`src/rtl/mouse_action_ctrl.sv`:
```
// Turns mouse clicks into SELECT / MOVE / CANCEL game actions and hands
// them to the game logic over a valid/ready handshake.
module mouse_action_ctrl #(
    parameter int COLS         = 18,
    parameter int ROWS         = 6,
    parameter int HOLD_TIMEOUT = 500_000_000,
    parameter int TW           = 29
) (
    input  logic       clk,
    input  logic       rst,
    input  logic       interboard_rst,
    input  logic       my_turn,
    input  logic       mouse_valid,
    input  logic       l_click,
    input  logic [4:0] mouse_block_x,
    input  logic [2:0] mouse_block_y,
    input  logic       act_ready,
    output logic       act_valid,
    output logic [1:0] act_type,
    output logic [4:0] src_x,
    output logic [2:0] src_y,
    output logic [4:0] dst_x,
    output logic [2:0] dst_y,
    output logic       holding
);

    typedef enum logic [1:0] {
        IDLE      = 2'd0,
        ISSUE_SEL = 2'd1,
        HOLD      = 2'd2,
        ISSUE_FIN = 2'd3
    } state_t;

    localparam logic [1:0]    ACT_SELECT = 2'd0;
    localparam logic [1:0]    ACT_MOVE   = 2'd1;
    localparam logic [1:0]    ACT_CANCEL = 2'd2;
    localparam logic [TW-1:0] TIMER_LAST = TW'(HOLD_TIMEOUT - 1);
    localparam logic [TW-1:0] TIMER_ONE  = TW'(1);

    state_t        state;
    logic          click_d;
    logic [TW-1:0] timer;

    logic click_rise;
    logic in_board;
    logic same_block;

    assign click_rise = l_click & ~click_d;
    assign in_board   = mouse_valid
                      & (int'(mouse_block_x) < COLS)
                      & (int'(mouse_block_y) < ROWS);
    assign same_block = (mouse_block_x == src_x) & (mouse_block_y == src_y);

    always_ff @(posedge clk or posedge rst) begin
        if (rst) begin
            state     <= IDLE;
            click_d   <= 1'b0;
            timer     <= '0;
            act_valid <= 1'b0;
            act_type  <= ACT_SELECT;
            src_x     <= '0;
            src_y     <= '0;
            dst_x     <= '0;
            dst_y     <= '0;
            holding   <= 1'b0;
        end else if (interboard_rst) begin
            state     <= IDLE;
            click_d   <= 1'b0;
            timer     <= '0;
            act_valid <= 1'b0;
            act_type  <= ACT_SELECT;
            src_x     <= '0;
            src_y     <= '0;
            dst_x     <= '0;
            dst_y     <= '0;
            holding   <= 1'b0;
        end else begin
            click_d <= l_click;
            case (state)
                IDLE: begin
                    if (click_rise && in_board && my_turn) begin
                        src_x     <= mouse_block_x;
                        src_y     <= mouse_block_y;
                        dst_x     <= '0;
                        dst_y     <= '0;
                        act_type  <= ACT_SELECT;
                        act_valid <= 1'b1;
                        holding   <= 1'b1;
                        state     <= ISSUE_SEL;
                    end
                end

                // Clicks arriving while an action is pending are dropped.
                ISSUE_SEL: begin
                    if (act_ready) begin
                        act_valid <= 1'b0;
                        timer     <= '0;
                        state     <= HOLD;
                    end
                end

                HOLD: begin
                    if (timer != '1) begin
                        timer <= timer + TIMER_ONE;
                    end
                    // Turn loss and clicks on the source or off the board all cancel.
                    if (!my_turn || (click_rise && (!in_board || same_block))) begin
                        act_type  <= ACT_CANCEL;
                        dst_x     <= '0;
                        dst_y     <= '0;
                        act_valid <= 1'b1;
                        holding   <= 1'b0;
                        state     <= ISSUE_FIN;
                    end else if (click_rise) begin
                        act_type  <= ACT_MOVE;
                        dst_x     <= mouse_block_x;
                        dst_y     <= mouse_block_y;
                        act_valid <= 1'b1;
                        holding   <= 1'b0;
                        state     <= ISSUE_FIN;
                    end else if (timer == TIMER_LAST) begin
                        act_type  <= ACT_CANCEL;
                        dst_x     <= '0;
                        dst_y     <= '0;
                        act_valid <= 1'b1;
                        holding   <= 1'b0;
                        state     <= ISSUE_FIN;
                    end
                end

                ISSUE_FIN: begin
                    if (act_ready) begin
                        act_valid <= 1'b0;
                        act_type  <= ACT_SELECT;
                        dst_x     <= '0;
                        dst_y     <= '0;
                        timer     <= '0;
                        holding   <= 1'b0;
                        state     <= IDLE;
                    end
                end

                default: begin
                    state <= IDLE;
                end
            endcase
        end
    end

endmodule

```
`config.mk`:
```
export PLATFORM = sky130hd
export DESIGN_NAME = mouse_action_ctrl
export DESIGN_NICKNAME = d
export VERILOG_FILES = /design/src/rtl/mouse_action_ctrl.sv
export SDC_FILE = /design/constraint.sdc
export NUM_CORES = 1
export LEC_CHECK = 0
export CAP_MARGIN = 20
export CORE_AREA = 2 2 77 116
export CTS_CLUSTER_DIAMETER = 50
export DETAILED_ROUTE_END_ITERATION = 8
export DIE_AREA = 0 0 79 118
export SKIP_CTS_REPAIR_TIMING = 1
export SYNTH_ARGS = -nofsm -noshare
export SYNTH_HDL_FRONTEND = slang
export SYNTH_SLANG_ARGS = --single-unit
```
`constraint.sdc`:
```
create_clock -name clk -period 2.1 [get_ports clk]
set_clock_uncertainty 0.15 [all_clocks]
set_input_delay 0.21 -clock clk [delete_from_list [all_inputs] [get_ports clk]]
set_output_delay 0.21 -clock clk [all_outputs]
set_load 0.03 [all_outputs]
```
==> out/results.txt <==
Max FO, Critical Path - 5
placed insts - 542
critical path launch point type - flip-flop
synth top area cells - dfrtp_1, o21ai_0, nand2_1, mux2i_1, nor2_1
crit share post-route - 0.961
IO Count - 35
reg-to-reg slack, setup - 0.08 ns
via count - 2976
min cycle time layout - 2.02 ns
Non-Filler Instances - 551
Cell Chain, Critical Path - inv_2, ha_4, nand2b_4, nor3b_2, buf_4, o31ai_4, buf_4, and3_2, a311o_1
Synth Cell Area - 3080 µm²
drc violations - 0
Area growth syn-to-layout - 43.5%
Hold Crit Class - in -> async
first-pass GRT wire length - 14400 µm
gr usage total - 0.196
global placement routability congestion - 0.889
asr flop ratio synth - 1.00
Seq/Total Area, Yosys - 0.422
Synth cell types - 53
syn_nets - 358
largest net degree at the start of global routing - 39
CTS H-tree depth - 2
Core Rows - 41
Clock Tree Root - clkbuf_16
Pwr per Cell Area - 766 nW/µm²
worst setup path category - reg -> reg
slowest stage cell, crit path - dfrtp_1
later-pin clock latency in the skew report - 0.29 ns
fmax - 495 MHz
share of layout cells above drive strength 1 - 0.286
Core ar. - 8310 µm²
leading area contributor after synthesis - dfrtp_1
CP Capture Type - flip-flop
top cell type's share of synthesized area - 0.422
RSZ-0062 raised after global routing - yes
Die W - 79 µm
Worst Max-Slew Pin Slew - 0.601 ns
Critical Path RT - 2.13 ns
instance count of the mapped netlist - 338
final wirelength - 8930 µm
Slew Viols, Final - 0
number of warnings issued by yosys - 0
Yosys reg bits - 52
CP max stage delay - 0.39 ns
Antenna Cells - 0
leakage power - 0.00195 µW
antenna-violating nets left - 0
DP Worst Slack - -0.269 ns
delay-heaviest family, CP - simple AND/OR/NAND/NOR gates
Synth Flop Type - dfrtp_1
most used cell, CP - buf_4
vias in the first global route - 2979
final hold violations - 0
clock sink count - 52
worst relative slew slack - 0.595
Die Ht - 118 µm
syn avg cell area - 9.12 µm²
PortBufs - 34
final-report setup violation count - 0
full die area - 9320 µm²
Initial Util - 0.371
routed len/inst - 16.2 µm
CTS buffer count - 5
status - finished, final reports clean
buffers and inverters on the worst path - 3
utilization after layout - 0.533
deepest clock path buffer count - 2
Hold WS - 0.0508 ns
final setup margin - 0.0818 ns
Worst Path Arrival - 2.05 ns
total of max-cap violations - 0
CTS tree - built
nets - 463
setup TNS - 0 ns
1st-iter DRT viols - 151
Pre-antenna DRT Iters - 5
initial antenna violation count - 0
via/cell ratio - 5.40
Max VDD drop - 0.434 mV
remaining global-route overflow - 0
clock slew at reported path FFs - 0.07 ns
Post-synth EDFFs - 0
Post-DP HPWL - 6620 µm
## logic make-up (layout without fill, tap and decap cells)
family / after synthesis / after routing / synth area share
AOI/OAI and AO/OA: 87 / 87 / 0.176
muxes: 12 / 12 / 0.0430
buffers and inverters: 30 / 136 / 0.0487
xor gates and xnor gates: 12 / 12 / 0.0341
DFF: 52 / 52 / 0.422
adders and majority gates: 5 / 5 / 0.0203
and+or+nand+nor: 140 / 140 / 0.256
## synthesized netlist by cell type, types with 4 or more instances
cell type  number
nand3_1        12
xnor2_1         4
clkbuf_1        6
a21oi_1        12
nand4_1        11
nand2_1        49
and4_1          8
and2_1          4
mux2i_1         8
xor2_1          8
nor4_1          5
o21ai_0        39
a31oi_1        10
and3_1          4
buf_2           6
ha_1            5
inv_1          13
nor3_1          9
nor2_1         19
dfrtp_1        52
## registers in the layout (all words and copies together) (netlist names)
| register | flops |
|---|---|
| timer | 29 |
| dst_x | 5 |
| src_x | 5 |
| dst_y | 3 |
| src_y | 3 |
| act_type | 2 |
| state | 2 |
| act_valid | 1 |
| click_d | 1 |
| holding | 1 |
## worst paths after layout
check                            startpoint     endpoint  cells after the start
worst max-delay path               state[0]     state[0]                      9
worst min register to register  act_type[1]  act_type[1]                      1
worst max register to register     state[0]     state[0]                      9
worst min-delay path                    rst     dst_y[1]                      2
min in group clk                act_type[1]  act_type[1]                      1
max in group asynchronous               rst    timer[25]                      3
## per-layer routing
metal | part of all wire | global-route usage
met2 | 0.54 | 0.345
met1 | 0.39 | 0.225
met4 | 0.033 | 0.0991
met3 | 0.033 | 0.0284
met5 | 0 | 0
## where the power goes
| part | leakage [µW] | internal, µW | switching, µW | total [µW] |
|---|---|---|---|---|
| clock | 0.0000901 | 628 | 371 | 999 |
| sequential | 0.000711 | 1070 | 63.8 | 1140 |
| combinational | 0.00115 | 604 | 649 | 1250 |
| total | 0.00195 | 2310 | 1080 | 3390 |
## area by class of cell
cell class	count	area (µm²)
Fill cell	775	3880
Multi-Input combinational cell	256	1780
Sequential cell	52	1300
Timing Repair Buffer	115	982
Clock buffer	7	153
Tap cell	107	134
Inverter	13	48.8
Clock inverter	1	30.0
## through the flow
step                      area (µm²)  total power, µW
final                           4430             3390
after global routing            4430             3560
after CTS                       4280             3320
after detailed placement        4100             2310
after global placement          4100             2290
after floorplan                 3110             1780
## layout by cell type, fill, tap and decap left out, types with 6 or more instances in the layout
cell type / count
nor2_1: 18
a21oi_1: 12
and4_1: 6
nand3_1: 12
nand2_1: 49
xor2_1: 8
nor3_1: 6
nand4_1: 11
dfrtp_1: 52
a31oi_1: 10
mux2i_1: 8
clkdlybuf4s50_1: 34
buf_4: 75
o21ai_0: 37
inv_1: 11
No activity file was read; power rests on OpenSTA's default activity.
